[config.mk]
export PLATFORM = sky130hd
export DESIGN_NAME = sisc_fetch
export DESIGN_NICKNAME = d
export VERILOG_FILES = /design/src/rtl/sisc_pkg.sv /design/src/rtl/sisc_pc.sv /design/src/rtl/sisc_fetch.sv
export SDC_FILE = /design/constraint.sdc
export NUM_CORES = 1
export LEC_CHECK = 0
export ABC_AREA = 1
export CORE_MARGIN = 8
export CORE_UTILIZATION = 35
export CTS_CLUSTER_SIZE = 14
export DETAILED_ROUTE_END_ITERATION = 12
export DONT_BUFFER_PORTS = 1
export HOLD_SLACK_MARGIN = 0.15
export SYNTH_ARGS = -nofsm -noshare
export SYNTH_HDL_FRONTEND = slang
export SYNTH_SLANG_ARGS = --single-unit
[constraint.sdc]
create_clock -name clk -period 1.72 [get_ports clk]
set_clock_uncertainty 0.1 [all_clocks]
set_input_delay 0.43 -clock clk [delete_from_list [all_inputs] [get_ports clk]]
set_output_delay 0.43 -clock clk [all_outputs]
set_load 0.005 [all_outputs]
[src/rtl/sisc_pkg.sv]
// Shared SISC definitions: opcode map, fetch FSM states and fetch-unit defaults.
package sisc_pkg;

  localparam int AW_DEF       = 16;
  localparam int RESET_PC_DEF = 0;

  localparam logic [3:0] OP_NOP  = 4'h0;
  localparam logic [3:0] OP_ADD  = 4'h1;
  localparam logic [3:0] OP_SUB  = 4'h2;
  localparam logic [3:0] OP_LD   = 4'h3;
  localparam logic [3:0] OP_ST   = 4'h4;
  localparam logic [3:0] OP_BR   = 4'h5;
  localparam logic [3:0] OP_HALT = 4'hF;

  typedef enum logic [1:0] {
    ST_FETCH = 2'd0,
    ST_HOLD  = 2'd1,
    ST_HALT  = 2'd2
  } fetch_state_e;

endpackage

[src/rtl/sisc_pc.sv]
// Program counter register: load (branch) wins over increment (fetch complete).
module sisc_pc #(
  parameter int             AW       = 16,
  parameter logic [AW-1:0]  RESET_PC = '0
) (
  input  logic          clk,
  input  logic          rst_f,
  input  logic          inc_en,
  input  logic          load_en,
  input  logic [AW-1:0] load_data,
  output logic [AW-1:0] pc
);

  logic [AW-1:0] pc_q;

  always_ff @(posedge clk) begin
    if (!rst_f) begin
      pc_q <= RESET_PC;
    end else if (load_en) begin
      pc_q <= load_data;
    end else if (inc_en) begin
      pc_q <= pc_q + AW'(1);
    end
  end

  assign pc = pc_q;

endmodule

[src/rtl/sisc_fetch.sv]
// SISC instruction fetch unit: PC ownership, req/ack memory read, stable ir to the core.
module sisc_fetch
  import sisc_pkg::*;
#(
  parameter int            AW       = AW_DEF,
  parameter logic [AW-1:0] RESET_PC = AW'(RESET_PC_DEF),
  parameter logic [3:0]    HALT_OP  = OP_HALT
) (
  input  logic          clk,
  input  logic          rst_f,
  input  logic          ir_load,
  input  logic          br_taken,
  input  logic [AW-1:0] br_addr,
  output logic          mem_req,
  output logic [AW-1:0] mem_addr,
  input  logic          mem_ack,
  input  logic [31:0]   mem_rdata,
  output logic [31:0]   ir,
  output logic          ir_valid,
  output logic [AW-1:0] pc,
  output logic          halted
);

  fetch_state_e state, state_nx;
  logic         mem_req_q;
  logic [31:0]  ir_q;
  logic         ir_valid_q;
  logic         ack_ok;
  logic         pc_load;
  logic         hold_load;

  // An ack only counts while a request is actually outstanding; this drops
  // stray acks and acks that straggle in after a reset.
  assign ack_ok    = (state == ST_FETCH) && mem_req_q && mem_ack;
  assign hold_load = (state == ST_HOLD) && ir_load;

  always_ff @(posedge clk) begin
    if (!rst_f) begin
      state <= ST_FETCH;
    end else begin
      state <= state_nx;
    end
  end

  always_comb begin
    state_nx = state;
    pc_load  = 1'b0;
    unique case (state)
      ST_FETCH: begin
        if (ack_ok) begin
          state_nx = (mem_rdata[31:28] == HALT_OP) ? ST_HALT : ST_HOLD;
        end
      end
      ST_HOLD: begin
        if (ir_load) begin
          state_nx = ST_FETCH;
          pc_load  = br_taken;
        end
      end
      ST_HALT: begin
        state_nx = ST_HALT;
      end
      default: begin
        state_nx = ST_FETCH;
      end
    endcase
  end

  // mem_req is registered from the next state so the first request appears
  // one cycle after reset is released and no input reaches it combinationally.
  always_ff @(posedge clk) begin
    if (!rst_f) begin
      mem_req_q  <= 1'b0;
      ir_q       <= '0;
      ir_valid_q <= 1'b0;
    end else begin
      mem_req_q <= (state_nx == ST_FETCH);
      if (ack_ok) begin
        ir_q       <= mem_rdata;
        ir_valid_q <= 1'b1;
      end else if (hold_load) begin
        ir_valid_q <= 1'b0;
      end
    end
  end

  sisc_pc #(
    .AW       (AW),
    .RESET_PC (RESET_PC)
  ) u_pc (
    .clk       (clk),
    .rst_f     (rst_f),
    .inc_en    (ack_ok),
    .load_en   (pc_load),
    .load_data (br_addr),
    .pc        (pc)
  );

  assign mem_req  = mem_req_q;
  assign mem_addr = pc;
  assign ir       = ir_q;
  assign ir_valid = ir_valid_q;
  assign halted   = (state == ST_HALT);

endmodule
## Word-level counts from Yosys, hierarchy flattened

Index checks and enable logic that the tools add are counted.

- Register bits: 52
- Bits of input ports: 53
- Output and inout port bits: 67

- $add $sub $neg: 1
- Equality and inequality tests: 3
- Mux-type cells: 10
- Reductions and logical operators: 7

Operators with widths:

| cell | count |
|---|---|
| 16-bit two-way mux | 2 |
| 16-bit by 1-bit adder with 16-bit output, second input constant | 1 |
| 2-bit two-way mux | 3 |
| 2-bit case mux with 3 select lines | 1 |
| 4-bit == test, second input constant | 1 |
| 2-bit zero test | 2 |
| 1-bit two-way mux | 4 |
| 2-bit nonzero test | 2 |
| 1-bit logical AND | 3 |
| 2-bit by 1-bit == test with 1-bit output, second input constant | 1 |
| 2-bit == test, second input constant | 1 |

## Logic depth before layout (Yosys ltp)

- Depth in word-level cells: 6
- Gate-level depth with buffers: 9
- Gate-level depth less buffers: 9

## Modules after synthesis

From an unflattened synthesis, not the netlist that was laid out.

- Cell total of the unflattened synthesis: 331
- Area total of the unflattened synthesis: 2517.4 um2

Modules (own cells, without submodules):

| module | instances | cells an instance | area each (um2) |
|---|---|---|---|
| sisc_fetch | 1 | 183 | 1505.2 |
| sisc_pc | 1 | 148 | 1012.2 |

## Worst setup path before layout

No wires, ideal clock.

- Path kind: register to register
- Start: register u_pc.pc_q[1] (netlist: u_pc.pc[1])
- End: register u_pc.pc_q[12] (netlist: u_pc.pc[12])
- Arrival: 1225 ps
- Setup slack: 263 ps
- Stages on the path, launching flop included: 9
- Path buffers: 0
- Period minus slack after synthesis: 1457 ps
- Cell sequence: dfxtp_1 > ha_1 > nand3_1 > inv_1 > nand2_1 > o21ai_0 > nand3_1 > nand2_1 > a21oi_1

- Word-level cells in the longest chain between the ends: 3

Ends and longest elaborated chain:

| item | line | source |
|---|---|---|
| start: declaration | sisc_pc.sv:14 | `logic [AW-1:0] pc_q;` |
| start signal: assignment | sisc_pc.sv:20 | `pc_q <= load_data;` |
| start signal: assignment | sisc_pc.sv:22 | `pc_q <= pc_q + AW'(1);` |
| 16-bit by 1-bit adder with 16-bit output | sisc_pc.sv:22 |  |
| 16-bit two-way mux | sisc_pc.sv:21 | `end else if (inc_en) begin` |
| 16-bit two-way mux | sisc_pc.sv:19 | `end else if (load_en) begin` |

No other way between the ends. The select of a mux whose other input is x is not followed.
A chain may end at the register's enable or synchronous reset.

## Worst setup path after layout

- Start: register state[1]
- End: output halted

- Word-level cells in the longest chain between the ends: 1

Ends and longest elaborated chain:

| item | line | source |
|---|---|---|
| start: declaration | sisc_fetch.sv:24 | `fetch_state_e state, state_nx;` |
| start signal: assignment | sisc_fetch.sv:41 | `state <= state_nx;` |
| 2-bit == test | sisc_fetch.sv:103 | `assign halted = (state == ST_HALT);` |
| end: declaration | sisc_fetch.sv:21 | `output logic halted` |

No other way between the ends.

==> results.tsv <==
stage	metric	value	unit
die	# rows	30	
power	Power Total	0.002321	W
logic_synthesis	EDFF count, synth	0	
layout	share of cells above drive strength 1	10.85	%
critical_path	worst setup path class	reg2out	
layout	synthesis-to-layout area growth	8.411	%
power	PD cells	888.5	mW/mm^2
clocking	clk_lat worst skew	300	ps
placed_design	number of port buffers	0	
clocking	Root Driver	clkbuf_8	
die	Starting Density	35.87	%
global_routing	vias in the first global route	2081	
clocking	CTS tree	yes	
logic_synthesis	Mapped Avg Cell Area	7.046	sq um
drt	total number of vias	2146	
critical_path	Critical Path AT	1060	ps
placed_design	DP Area	0.002486	sq mm
timing	minimum clock period	1591	ps
layout	fin nets	394	
placed_design	placed insts	411	
drt	DRC viols	0	
clocking	CTS max path bufs	2	
critical_path	RR Startpoint	u_pc.pc[1]$_SDFFE_PN0P_	
drt	DRT antenna net count	0	
clocking	CTS Buf Count	5	
die	I/O pin cnt	120	
placed_design	gpl congestion	0.8677	
clocking	H-tree Lvls	2	
timing	setup TNS	0	ps
timing	RSZ-0062 raised after global routing	false	
critical_path	endpoint class of the critical path	output pin	
clocking	clock sinks	52	
layout	fillcell total	748	
logic_synthesis	Synth Instances	342	
layout	# diodes	0	
layout	commonest cells after routing, fill and taps aside	nor2_1 (83), nand2_1 (52), dfxtp_1 (52), o21ai_0 (37), inv_1 (21)	
critical_path	Setup crit start	state[1]$_SDFF_PN0_	
power	VDD IR max	0.0003582	V
layout	Finished Layout Cells	421	
timing	Slew @ Worst Pin	847.2	ps
die	die height	98.98	um
global_routing	Tot GR Track Use	13.98	%
hold_path	Hold Path Depth	2	
critical_path	Setup crit start kind	flip-flop	
drt	Routed Wire Length	6926	um
die	core area	0.006719	sq mm
clocking	CTS clk-pin slew, worst paths	100	ps
layout	design area	0.002613	sq mm
global_routing	initial antenna violation count	0	
critical_path	Reg2Reg Depth	8	
timing	share of the clock period used by the worst path after layout	92.52	%
logic_synthesis	syn_nets	396	
critical_path	crit path max fanout	4	
global_routing	total global routing overflow	0	
status	status	finished, final reports clean	
power	P_leak	1.007	nW
timing	Rel. slew slack	43.52	%
placed_design	HPWL Detailed	5192	um
timing	Worst Slack Setup Final	128.7	ps
timing	Max Fclk	0.6284	GHz
die	Chip Width	98.98	um
logic_synthesis	Netlist cell types	30	
die	die area	0.009796	sq mm
critical_path	CP required	1190	ps
timing	final hold viol count	0	
drt	Vias/cell	5.097	
drt	DR pass1 iterations	4	
global_routing	largest net degree at the start of global routing	34	
drt	post-DR wirelength/cell	16.45	um
hold_path	hold_sp	rst_f	
logic_synthesis	predominant post-synthesis flop cell	dfxtp_1	
layout	commonest non-fill, non-tap cell in the layout	nor2_1	
timing	Pins Over Slew Limit	0	
logic_synthesis	Post-Syn Area	0.002410	sq mm
hold_path	Worst Hold Class	in2reg	
logic_synthesis	part of the Yosys area used for sequential elements	43.20	%
logic_synthesis	register bit total from synthesis	52	
flow_run	Max Cap Violations	0	
drt	Initial DRC Count	96	
placed_design	DP Worst Slack	134.0	ps
clocking	Post-CTS Setup Repair Bufs	0	
timing	final setup vio count	0	
global_routing	global-route wire length before repair	10930	um
logic_synthesis	FFs w/ async S/R, synth	0	%
logic_synthesis	Ys Warns	0	
## logic make-up after synthesis
logic type               after synthesis  synth area share (%)
buffers and inverters                 54                 11.58
adder cells (fa/ha/maj)                1                0.5191
flip-flops                            52                 43.20
XOR/XNOR                               3                 1.091
AO/OA/AOI/OAI                         66                 14.69
AND/OR/NAND/NOR                      166                 28.92
## synth_stat cells (2+ instances only)
| master | count | area [sq um] |
|---|---|---|
| clkbuf_2 | 2 | 10.01 |
| nor3_1 | 3 | 15.01 |
| o21ai_0 | 37 | 185.2 |
| buf_4 | 18 | 135.1 |
| o221ai_1 | 2 | 17.52 |
| dfxtp_1 | 52 | 1041 |
| nand3_1 | 15 | 75.07 |
| a21oi_1 | 15 | 75.07 |
| nand2_1 | 52 | 195.2 |
| nand3_2 | 2 | 20.02 |
| nor2_1 | 83 | 311.6 |
| a31oi_1 | 4 | 25.02 |
| o21ai_1 | 3 | 15.01 |
| nand4_1 | 5 | 31.28 |
| inv_2 | 2 | 7.510 |
| xnor2_1 | 2 | 17.52 |
| buf_2 | 5 | 25.02 |
| inv_1 | 21 | 78.83 |
| clkbuf_1 | 6 | 22.52 |
| o211ai_1 | 3 | 22.52 |
## layer usage
metal	GRT usage (%)	vias up	share of wire [%]
met1	14.94	973	40
met5	0	-	0
met3	6.413	9	11
met2	24.22	75	48
met4	3.660	0	1.1
li1	-	1089	-
## metrics by stage
step / hold slack (ps) / util (%)
6_report: 164.0 / 38.88
5_1_grt: 151.0 / 38.88
4_1_cts: 150.5 / 38.66
3_5_place_dp: 401.8 / 37.00
3_3_place_gp: 398.5 / 37.00
2_1_floorplan: 355.3 / -
## state kept, by name, indices dropped and copies added, names as in the netlist
name / cells
ir: 32
u_pc.pc: 16
state: 2
ir_valid: 1
mem_req: 1
## repair_timing
action                                  CTS  global route
hold buffers                              2             0
endpoints found under the setup margin    0            35
gates resized for setup                   0             3
hold endpoints to repair                 30             0
## worst paths after layout
kind | end | slack [ps]
max | halted | 130
min | u_pc.pc[0]$_SDFFE_PN0P_ | 160
max reg2reg | u_pc.pc[14]$_SDFFE_PN0P_ | 190
min reg2reg | ir[18]$_SDFFE_PN0N_ | 410
## worst max-delay path: stages, from the launching register on
cell	delay, ps
dfxtp_1	430
inv_1	120
nor2_1	200
## power by group
part           switching, W  internal, W
clock network      0.000420     0.000292
registers         0.0000669      0.00128
logic              0.000159     0.000101
## area by class of cell
type	count	area, sq um	share of cell area, %
tap	80	100.1	3.831
sequential	52	1041	39.85
multi-input combinational	236	1105	42.29
clock inverter	3	22.52	0.8621
inverter	23	86.33	3.305
timing repair buffer	22	188.9	7.232
clock buffer	5	68.82	2.634
No activity file was read; power rests on OpenSTA's default activity.
